--- config.mk ---
export PLATFORM = sky130hd
export DESIGN_NAME = seg7_scan_driver
export DESIGN_NICKNAME = d
export VERILOG_FILES = /design/src/rtl/seg7_pkg.sv /design/src/rtl/seg7_decode.sv /design/src/rtl/seg7_scan_driver.sv
export SDC_FILE = /design/constraint.sdc
export NUM_CORES = 1
export LEC_CHECK = 0
export CAP_MARGIN = 40
export CORE_MARGIN = 2
export CORE_UTILIZATION = 45
export DETAILED_ROUTE_END_ITERATION = 10
export GPL_TIMING_DRIVEN = 0
export PLACE_DENSITY_LB_ADDON = 0.15
export SYNTH_ARGS = -nofsm -noshare
export SYNTH_HDL_FRONTEND = slang
export SYNTH_HIERARCHICAL = 1
export SYNTH_SLANG_ARGS = --single-unit
--- constraint.sdc ---
create_clock -name clk_in -period 4.3 [get_ports clk_in]
set_input_delay 0.645 -clock clk_in [delete_from_list [all_inputs] [get_ports clk_in]]
set_output_delay 0.645 -clock clk_in [all_outputs]
set_load 0.02 [all_outputs]
--- src/rtl/seg7_pkg.sv ---
// rtl/seg7_pkg.sv - shared constants and helpers for the seven-segment scan driver
// Purpose: hex-to-segment table (active-high, bit order {g,f,e,d,c,b,a}),
//          pin polarity helper and a counter width helper that never returns 0.
// Ports:   none (package).
package seg7_pkg;

  // Index = nibble value, first entry listed is nibble F.
  localparam logic [15:0][6:0] SEG_TABLE = {
    7'h71, 7'h79, 7'h5E, 7'h39, 7'h7C, 7'h77, 7'h6F, 7'h7F,
    7'h07, 7'h7D, 7'h6D, 7'h66, 7'h4F, 7'h5B, 7'h06, 7'h3F
  };

  // Width needed to count 0..n-1; a 1-state counter still gets one bit.
  function automatic int cnt_width(input int n);
    return (n <= 1) ? 1 : $clog2(n);
  endfunction

  // Converts a logical "on" bit into the level driven on the board pin.
  function automatic logic to_pin(input logic active, input logic active_low);
    return active ^ active_low;
  endfunction

endpackage

--- src/rtl/seg7_decode.sv ---
// rtl/seg7_decode.sv - combinational hex nibble to seven-segment pattern
// Purpose: looks up the active-high {g,f,e,d,c,b,a} pattern for one nibble.
// Ports:   nib_i - hex nibble in
//          seg_o - active-high segment pattern out
module seg7_decode
  import seg7_pkg::*;
(
  input  logic [3:0] nib_i,
  output logic [6:0] seg_o
);

  assign seg_o = SEG_TABLE[nib_i];

endmodule

--- src/rtl/seg7_scan_driver.sv ---
// rtl/seg7_scan_driver.sv - multiplexed seven-segment display scanner
// Purpose: time-multiplexes DIGITS hex nibbles onto shared segment lines with
//          frame-synchronous loading, leading-zero suppression, blink, decimal
//          points, global blank and selectable pin polarity.
// Ports:   clk_in      - system clock
//          rst         - synchronous active-high reset
//          data        - DIGITS hex nibbles, nibble i drives digit i (0 = rightmost)
//          load        - strobe capturing data for display at the next frame
//          dp_en       - decimal point enable per digit
//          blink_en    - blink enable per digit
//          lz_suppress - blank leading zero digits
//          blank       - force whole display off
//          seg         - segment pins {g,f,e,d,c,b,a}
//          dp          - decimal point pin
//          an          - digit anode pins, one-hot active
//          frame_tick  - one-cycle pulse after the last digit completes
module seg7_scan_driver
  import seg7_pkg::*;
#(
  parameter int DIGITS       = 4,
  parameter int REFRESH_DIV  = 50000,
  parameter int BLINK_FRAMES = 64,
  parameter int ACTIVE_LOW   = 1
) (
  input  logic                  clk_in,
  input  logic                  rst,
  input  logic [4*DIGITS-1:0]   data,
  input  logic                  load,
  input  logic [DIGITS-1:0]     dp_en,
  input  logic [DIGITS-1:0]     blink_en,
  input  logic                  lz_suppress,
  input  logic                  blank,
  output logic [6:0]            seg,
  output logic                  dp,
  output logic [DIGITS-1:0]     an,
  output logic                  frame_tick
);

  localparam int IW = cnt_width(DIGITS);
  localparam int PW = cnt_width(REFRESH_DIV);
  localparam int BW = cnt_width(BLINK_FRAMES);

  localparam logic [IW-1:0] IDX_LAST   = IW'(DIGITS - 1);
  localparam logic [PW-1:0] PRE_LAST   = PW'(REFRESH_DIV - 1);
  localparam logic [BW-1:0] BLINK_LAST = BW'(BLINK_FRAMES - 1);
  localparam logic          AL         = (ACTIVE_LOW != 0);

  logic [PW-1:0]         pre_q, pre_d;
  logic [IW-1:0]         idx_q, idx_d;
  logic [4*DIGITS-1:0]   staging_q, staging_d;
  logic [4*DIGITS-1:0]   shadow_q, shadow_d;
  logic                  pending_q, pending_d;
  logic [BW-1:0]         bcnt_q, bcnt_d;
  logic                  phase_q, phase_d;
  logic                  tick_q, tick_d;
  logic [DIGITS-1:0]     an_q, an_d;
  logic [6:0]            seg_q, seg_d;
  logic                  dp_q, dp_d;

  logic                  tc;
  logic                  frame_end;
  logic [3:0]            cur_nib;
  logic [6:0]            cur_pat;
  logic [DIGITS-1:0]     upper_zero;
  logic                  visible;

  seg7_decode u_decode (
    .nib_i (cur_nib),
    .seg_o (cur_pat)
  );

  // Scan timing, frame-synchronous shadow update and blink phase.
  always_comb begin
    tc        = (pre_q == PRE_LAST);
    frame_end = tc && (idx_q == IDX_LAST);

    pre_d = tc ? '0 : pre_q + PW'(1);

    idx_d = idx_q;
    if (tc) begin
      idx_d = (idx_q == IDX_LAST) ? '0 : idx_q + IW'(1);
    end

    staging_d = staging_q;
    pending_d = pending_q;
    shadow_d  = shadow_q;
    if (load) begin
      staging_d = data;
      pending_d = 1'b1;
    end
    // A load on the frame-end cycle itself bypasses staging so it is not lost
    // for a whole frame.
    if (frame_end) begin
      if (load) begin
        shadow_d = data;
      end else if (pending_q) begin
        shadow_d = staging_q;
      end
      pending_d = 1'b0;
    end

    bcnt_d  = bcnt_q;
    phase_d = phase_q;
    if (frame_end) begin
      if (bcnt_q == BLINK_LAST) begin
        bcnt_d  = '0;
        phase_d = ~phase_q;
      end else begin
        bcnt_d = bcnt_q + BW'(1);
      end
    end

    tick_d = frame_end;
  end

  // upper_zero[i]: nibbles i..DIGITS-1 of the shadow are all zero.
  always_comb begin
    upper_zero = '0;
    upper_zero[DIGITS-1] = (shadow_q[4*DIGITS-1 -: 4] == 4'h0);
    for (int k = DIGITS - 2; k >= 0; k--) begin
      upper_zero[k] = upper_zero[k+1] && (shadow_q[4*k +: 4] == 4'h0);
    end
  end

  // Visibility and pin levels for the digit currently being scanned.
  always_comb begin
    cur_nib = shadow_q[4*int'(idx_q) +: 4];

    visible = 1'b1;
    if (blank) begin
      visible = 1'b0;
    end
    if (blink_en[idx_q] && phase_q) begin
      visible = 1'b0;
    end
    if (lz_suppress && (idx_q != '0) && upper_zero[idx_q]) begin
      visible = 1'b0;
    end

    an_d = '0;
    for (int k = 0; k < DIGITS; k++) begin
      an_d[k] = to_pin(visible && (int'(idx_q) == k), AL);
    end

    seg_d = '0;
    for (int k = 0; k < 7; k++) begin
      seg_d[k] = to_pin(visible && cur_pat[k], AL);
    end

    dp_d = to_pin(visible && dp_en[idx_q], AL);
  end

  always_ff @(posedge clk_in) begin
    if (rst) begin
      pre_q     <= '0;
      idx_q     <= '0;
      staging_q <= '0;
      shadow_q  <= '0;
      pending_q <= 1'b0;
      bcnt_q    <= '0;
      phase_q   <= 1'b0;
      tick_q    <= 1'b0;
      an_q      <= {DIGITS{AL}};
      seg_q     <= {7{AL}};
      dp_q      <= AL;
    end else begin
      pre_q     <= pre_d;
      idx_q     <= idx_d;
      staging_q <= staging_d;
      shadow_q  <= shadow_d;
      pending_q <= pending_d;
      bcnt_q    <= bcnt_d;
      phase_q   <= phase_d;
      tick_q    <= tick_d;
      an_q      <= an_d;
      seg_q     <= seg_d;
      dp_q      <= dp_d;
    end
  end

  assign seg        = seg_q;
  assign dp         = dp_q;
  assign an         = an_q;
  assign frame_tick = tick_q;

endmodule

==> results of run 1 <==
## state kept, by name, indices dropped and copies added, names as in the netlist, 2 cells and up
signal,flops
an,4
bcnt_q,6
idx_q,2
pre_q,16
seg,7
shadow_q,16
staging_q,16
## power breakdown
part	switching (W)	total, W	internal, W
clock network	0.000249	0.000515	0.000266
logic	0.0000361	0.0000792	0.0000431
registers	0.00000607	0.000679	0.000673
total	0.000291	0.00127	0.000982
## cells by family after synthesis
family / Yosys count
flops: 71
simple gates: 123
compound gates: 35
mux: 44
fa+ha+maj: 13
buf+inv: 32
xor+xnor: 11
## cell type report
| class | instances | area [um2] | share of cell area, % |
|---|---|---|---|
| Buffer | 19 | 98.8 | 2.45 |
| Clock buffer | 10 | 128 | 3.17 |
| Clock inverter | 6 | 61.3 | 1.52 |
| Inverter | 13 | 48.8 | 1.21 |
| Multi-Input combinational cell | 226 | 1750 | 43.6 |
| Sequential cell | 71 | 1420 | 35.3 |
| Tap cell | 99 | 124 | 3.08 |
| Timing Repair Buffer | 39 | 390 | 9.70 |
## cells in the final DEF, fill, tap and decap left out, drive strengths merged, types with 2 or more instances in the layout
cell,synthesis,final
dfxtp,71,71
mux2,19,19
xor2,4,4
nand3,21,21
a21oi,16,16
mux4,7,7
clkinv,0,4
nand4,7,7
nand3b,3,3
and3,2,2
buf,5,5
xnor2,7,7
mux2i,18,18
ha,13,13
nand4b,3,3
nor4,7,7
clkbuf,14,24
or4,7,7
a211oi,2,2
or3,2,2
nand2,12,12
nor2b,17,17
clkdlybuf4s50,0,39
o31ai,5,5
o21ai,3,3
inv,13,13
nor2,31,31
nor3,6,6
a31o,3,3
## worst max path at each step
stage                start           end  slack [ns]
6_report          idx_q[0]        seg[3]        1.68
5_1_grt           idx_q[0]        seg[3]        1.47
4_1_cts           idx_q[0]        seg[3]        1.67
3_5_place_dp   blink_en[3]         an[1]        1.65
3_3_place_gp   blink_en[3]         an[1]        1.69
2_1_floorplan    pre_q[11]  shadow_q[10]        1.91
## through the flow
stage                     util, %  instance area (um2)  total power [W]  instances
after floorplan                 -                 3320         0.000732        329
after global placement       53.2                 3840         0.000773        467
after detailed placement     53.2                 3840         0.000774        467
after CTS                    55.8                 4030          0.00129        483
after global routing         55.8                 4030          0.00133        483
final                        55.8                 4030          0.00127        483
## routing by layer
layer | wire, um | share of wire, % | up-vias
met1 | 3450 | 51 | 1171
met5 | 0 | 0 | -
met3 | 216 | 3.2 | 11
met2 | 2960 | 44 | 47
li1 | - | - | 1282
met4 | 121 | 1.8 | 0
==> results_dict.tcl, run 1 <==
set metrics [dict create \
    synth_fp_nets 371 \
    ys.flop_type "dfxtp_1" \
    synth.largest_area_cell "dfxtp_1" \
    cap_violations 0 \
    critPathKind "register to register" \
    cts_buffer_depth 2 \
    fin_skew_ns 0.00958 \
    crit_cells 7 \
    pre_cts_ws_ns 1.65 \
    finalCritPeriodShare_pct 60.8 \
    drive_gt1_share_pct 12.2 \
    gr-usage-met2_pct 28.3 \
    fin_ws_ns 1.68 \
    worstHoldEndpoint "pre_q[0]" \
    cp.required_ns 4.59 \
    synthToLayoutAreaGrowth_pct 21.2 \
    cts-htree-levels 3 \
    async_flop_share_pct 0 \
    hold-worst-slack_ns 0.474 \
    ctsHoldBuffers 0 \
    syn_avg_cell_area_um2 10.1 \
    critPathMaxStageDelay_ns 0.66 \
    grt_max_degree 13 \
    yosys_warnings 6 \
    critPathLaunchType "register" \
    worstMarginPinSlew_ns 0.860 \
    reg2reg_from "idx_q[0]" \
    place_hpwl_um 4910 \
    critPathCaptureType "register" \
    synthMuxAreaShare_pct 18.0 \
    antenna_cells 0 \
    cts_resized 0 \
    cts_buffers 9 \
    clock_latency_ns 0.34 \
    netlist_area_mm2 0.00332 \
    path_delay_family "multiplexers" \
    ys_ff_latch 71 \
    ys_types 46 \
    min_delay_path_depth 1 \
    wl_um 6750 \
    max_slew_margin_pct 42.2 \
    ios 42 \
    viasPerCell 5.20 \
    fin_setup_tns_ns 0 \
    wl_per_cell_um 14.0 \
    p_leak_nw 1.49 \
    fmax_ghz 0.382 \
    grt-busiest-layer "met2" \
    grt_overflow 0 \
    r2r-end "seg[3]" \
    coreArea_mm2 0.00721 \
    synthAdderAreaFrac_pct 4.89 \
    crit_fanout 8 \
    clockRootBuffer "clkbuf_8" \
    die_w_um 89.9 \
    first_pass_iters 4 \
    num_vias 2511 \
    yosysTopAreaCellShare_pct 42.8 \
    cts_setup_buffers 0 \
    r2r_cells 7 \
    peakVddDrop_v 0.000216 \
    die-area_mm2 0.00809 \
    grt_pass1_vias 2522 \
    yosys.area_share.simple_pct 20.2 \
    syn_inst 329 \
    crit_chain "clkbuf_1 -> mux4_2 -> inv_1 -> ha_1 -> inv_1 -> mux4_1 -> nand3_1" \
    arrival_ns 2.90 \
    synth.most_common_cell "dfxtp_1" \
    cpMaxStageDelayCell "mux4_2" \
    drc 0 \
    synth_edf_count 0 \
    fin_nets 421 \
    crit_top_cell "inv_1" \
    seq_area_frac_synth_pct 42.8 \
    clkSlewWorstSetupHoldPaths_ns 0.08 \
    grt_pass1_wl_um 11700 \
    num-fill-cells 665 \
    min-delay-path-class "register to register" \
    grt_setup_unrepaired "no" \
    cts_sinks 71 \
    initial_utilization_pct 46.1 \
    path_buf_inv 3 \
    synth_top_family_by_area "simple AND/OR/NAND/NOR gates" \
    synthXorXnorAreaFrac_pct 2.90 \
    met1_usage_pct 23.7 \
    hold_viol 0 \
    use_met3_pct 3.44 \
    numPortBuffers 39 \
    setup_viol 0 \
    synth-compound-area-share_pct 6.85 \
    slew_viol_final 0 \
    ys_top_cells_by_area "dfxtp_1, mux2i_1, mux2_4" \
    ant_nets 0 \
    status "complete, no violations" \
    row_count 31 \
    first_iter_violations 68 \
    antenna_found_initial 0 \
    p_per_area_mw_per_mm2 316 \
    die_h_um 89.9 \
    finalCriticalPeriod_ns 2.62 \
    worstHoldStart "pre_q[0]" \
    cts_tree "done" \
    gp_congestion 0.804 \
    track_usage_pct 17.7 \
    synth_common_cells "dfxtp_1, nor2_1, nand3_1" \
    ff2ff_setup_slack_ns 1.68 \
]
No activity file was read; power rests on OpenSTA's default activity.
==> run 2: changes to the inputs <==
Clock period 4.3 ns to 2.7 ns, I/O delays scaled along.
==> run 2 against run 1 <==
Compared with the run above: critical path depth unchanged; global-route usage unchanged; hold slack better by 0.0019 ns; sequential cell count unchanged; clock-buffer cell count unchanged; largest power group unchanged.
==> results_dict.tcl, run 2 (synthesis gave the netlist of run 1 again) <==
set metrics [dict create \
    clockRootBuffer "clkbuf_8" \
    clock_latency_ns 0.34 \
    wl_um 6750 \
    grt_max_degree 13 \
    clkSlewWorstSetupHoldPaths_ns 0.08 \
    status "complete, no violations" \
    setup_viol 0 \
    slew_viol_final 0 \
    coreArea_mm2 0.00721 \
    fin_setup_tns_ns 0 \
    stdcell_area_mm2 0.00402 \
    first_iter_violations 74 \
    cp.required_ns 2.93 \
    max_slew_margin_pct 42.2 \
    worstHoldEndpoint "pre_q[0]" \
    hold_viol 0 \
    viasPerCell 5.22 \
    track_usage_pct 17.7 \
    fmax_ghz 0.397 \
    worstMarginPinSlew_ns 0.860 \
    min_delay_path_depth 1 \
    num_vias 2518 \
    fin_nets 420 \
    die_h_um 89.9 \
    p_total_w 0.00203 \
    cts_sinks 71 \
    finalCritPeriodShare_pct 93.2 \
    critPathCaptureType "register" \
    finalCriticalPeriod_ns 2.52 \
    fin_ws_ns 0.184 \
    wl_per_cell_um 14.0 \
    die_w_um 89.9 \
    crit_fanout 10 \
    arrival_ns 2.75 \
    numPortBuffers 39 \
    initial_utilization_pct 46.1 \
    reg2reg_from "pre_q[1]" \
    ant_nets 0 \
    r2r-end "shadow_q[14]" \
    antenna_cells 0 \
    pre_cts_ws_ns 0.0922 \
    fin_skew_ns 0.00939 \
    cap_violations 0 \
    grt_pass1_wl_um 11700 \
    gp_congestion 0.804 \
    ff2ff_setup_slack_ns 0.18 \
    ios 42 \
    cts_buffers 9 \
    reg.largest.list "pre_q (16), shadow_q (16), staging_q (16)" \
    cts-htree-levels 3 \
    first_pass_iters 5 \
    mostFrequentLayoutCell "dfxtp_1" \
    p_leak_nw 1.50 \
    mostFrequentLayoutCells "dfxtp_1, clkdlybuf4s50_1, nor2_1" \
    antenna_found_initial 0 \
    synthToLayoutAreaGrowth_pct 21.1 \
    p_per_area_mw_per_mm2 503 \
    min-delay-path-class "register to register" \
    critPathLaunchType "register" \
    r2r_cells 7 \
    drc 0 \
    peakVddDrop_v 0.000343 \
    grt_setup_unrepaired "no" \
    cts_tree "done" \
    place_hpwl_um 4910 \
    die-area_mm2 0.00809 \
    placed_cell_area_mm2 0.00384 \
    cts_setup_buffers 0 \
    grt_pass1_vias 2522 \
    worstHoldStart "pre_q[0]" \
    critPathKind "register to register" \
    drive_gt1_share_pct 12.5 \
    row_count 31 \
    cts_buffer_depth 2 \
    grt_overflow 0 \
]
run 2: report_power, final:
part	internal, W	switching (W)	total (W)
registers	0.00107	0.00000972	0.00108
clock network	0.000423	0.000395	0.000818
logic	0.0000684	0.0000573	0.000126
total	0.00156	0.000462	0.00203
run 2: routing by layer:
metal	share of wire (%)	GRT usage [%]	wire [um]
met5	0	0	0
met4	1.8	7.31	121
met3	3.4	3.44	230
met2	44	28.3	2970
met1	51	23.7	3420
run 2: through the flow:
| step | hold WS, ns | instances | utilization, % |
|---|---|---|---|
| after floorplan | 0.437 | 329 | - |
| after detailed placement | 0.459 | 467 | 53.2 |
| after global routing | 0.508 | 482 | 55.8 |
| after global placement | 0.459 | 467 | 53.2 |
| final | 0.476 | 482 | 55.8 |
| after CTS | 0.475 | 483 | 55.8 |
run 2: timing repair:
action	CTS	global route
hold endpoints to repair	0	0
resized for setup	0	2
setup endpoints to repair	0	13
hold buffers	0	0
run 2: how the worst max path moves through the flow:
stage	endpoint	startpoint	depth (start not counted)	slack [ns]
2_1_floorplan	shadow_q[10]	pre_q[11]	6	0.31
3_3_place_gp	seg[3]	idx_q[0]	7	0.14
3_5_place_dp	seg[3]	idx_q[0]	7	0.09
4_1_cts	seg[3]	idx_q[0]	7	0.07
5_1_grt	shadow_q[12]	pre_q[0]	7	0.06
6_report	shadow_q[14]	pre_q[1]	7	0.18
run 2: cell type report:
class	count	area (um2)
plain buffers	18	96.3
clock buffers	10	128
clock inverters	6	61.3
fillers	666	3190
inverters	13	48.8
multi-input cells	226	1750
flip-flops and latches	71	1420
well taps	99	124
repair buffers	39	390
run 2: critical path: stages, from the launching register on:
cell and delay [ns]:
dfxtp_1 0.38, ha_1 0.22, nand3_1 0.27, or4_4 0.59, or3_1 0.34, buf_6 0.15
buf_8 0.15, mux2_4 0.29
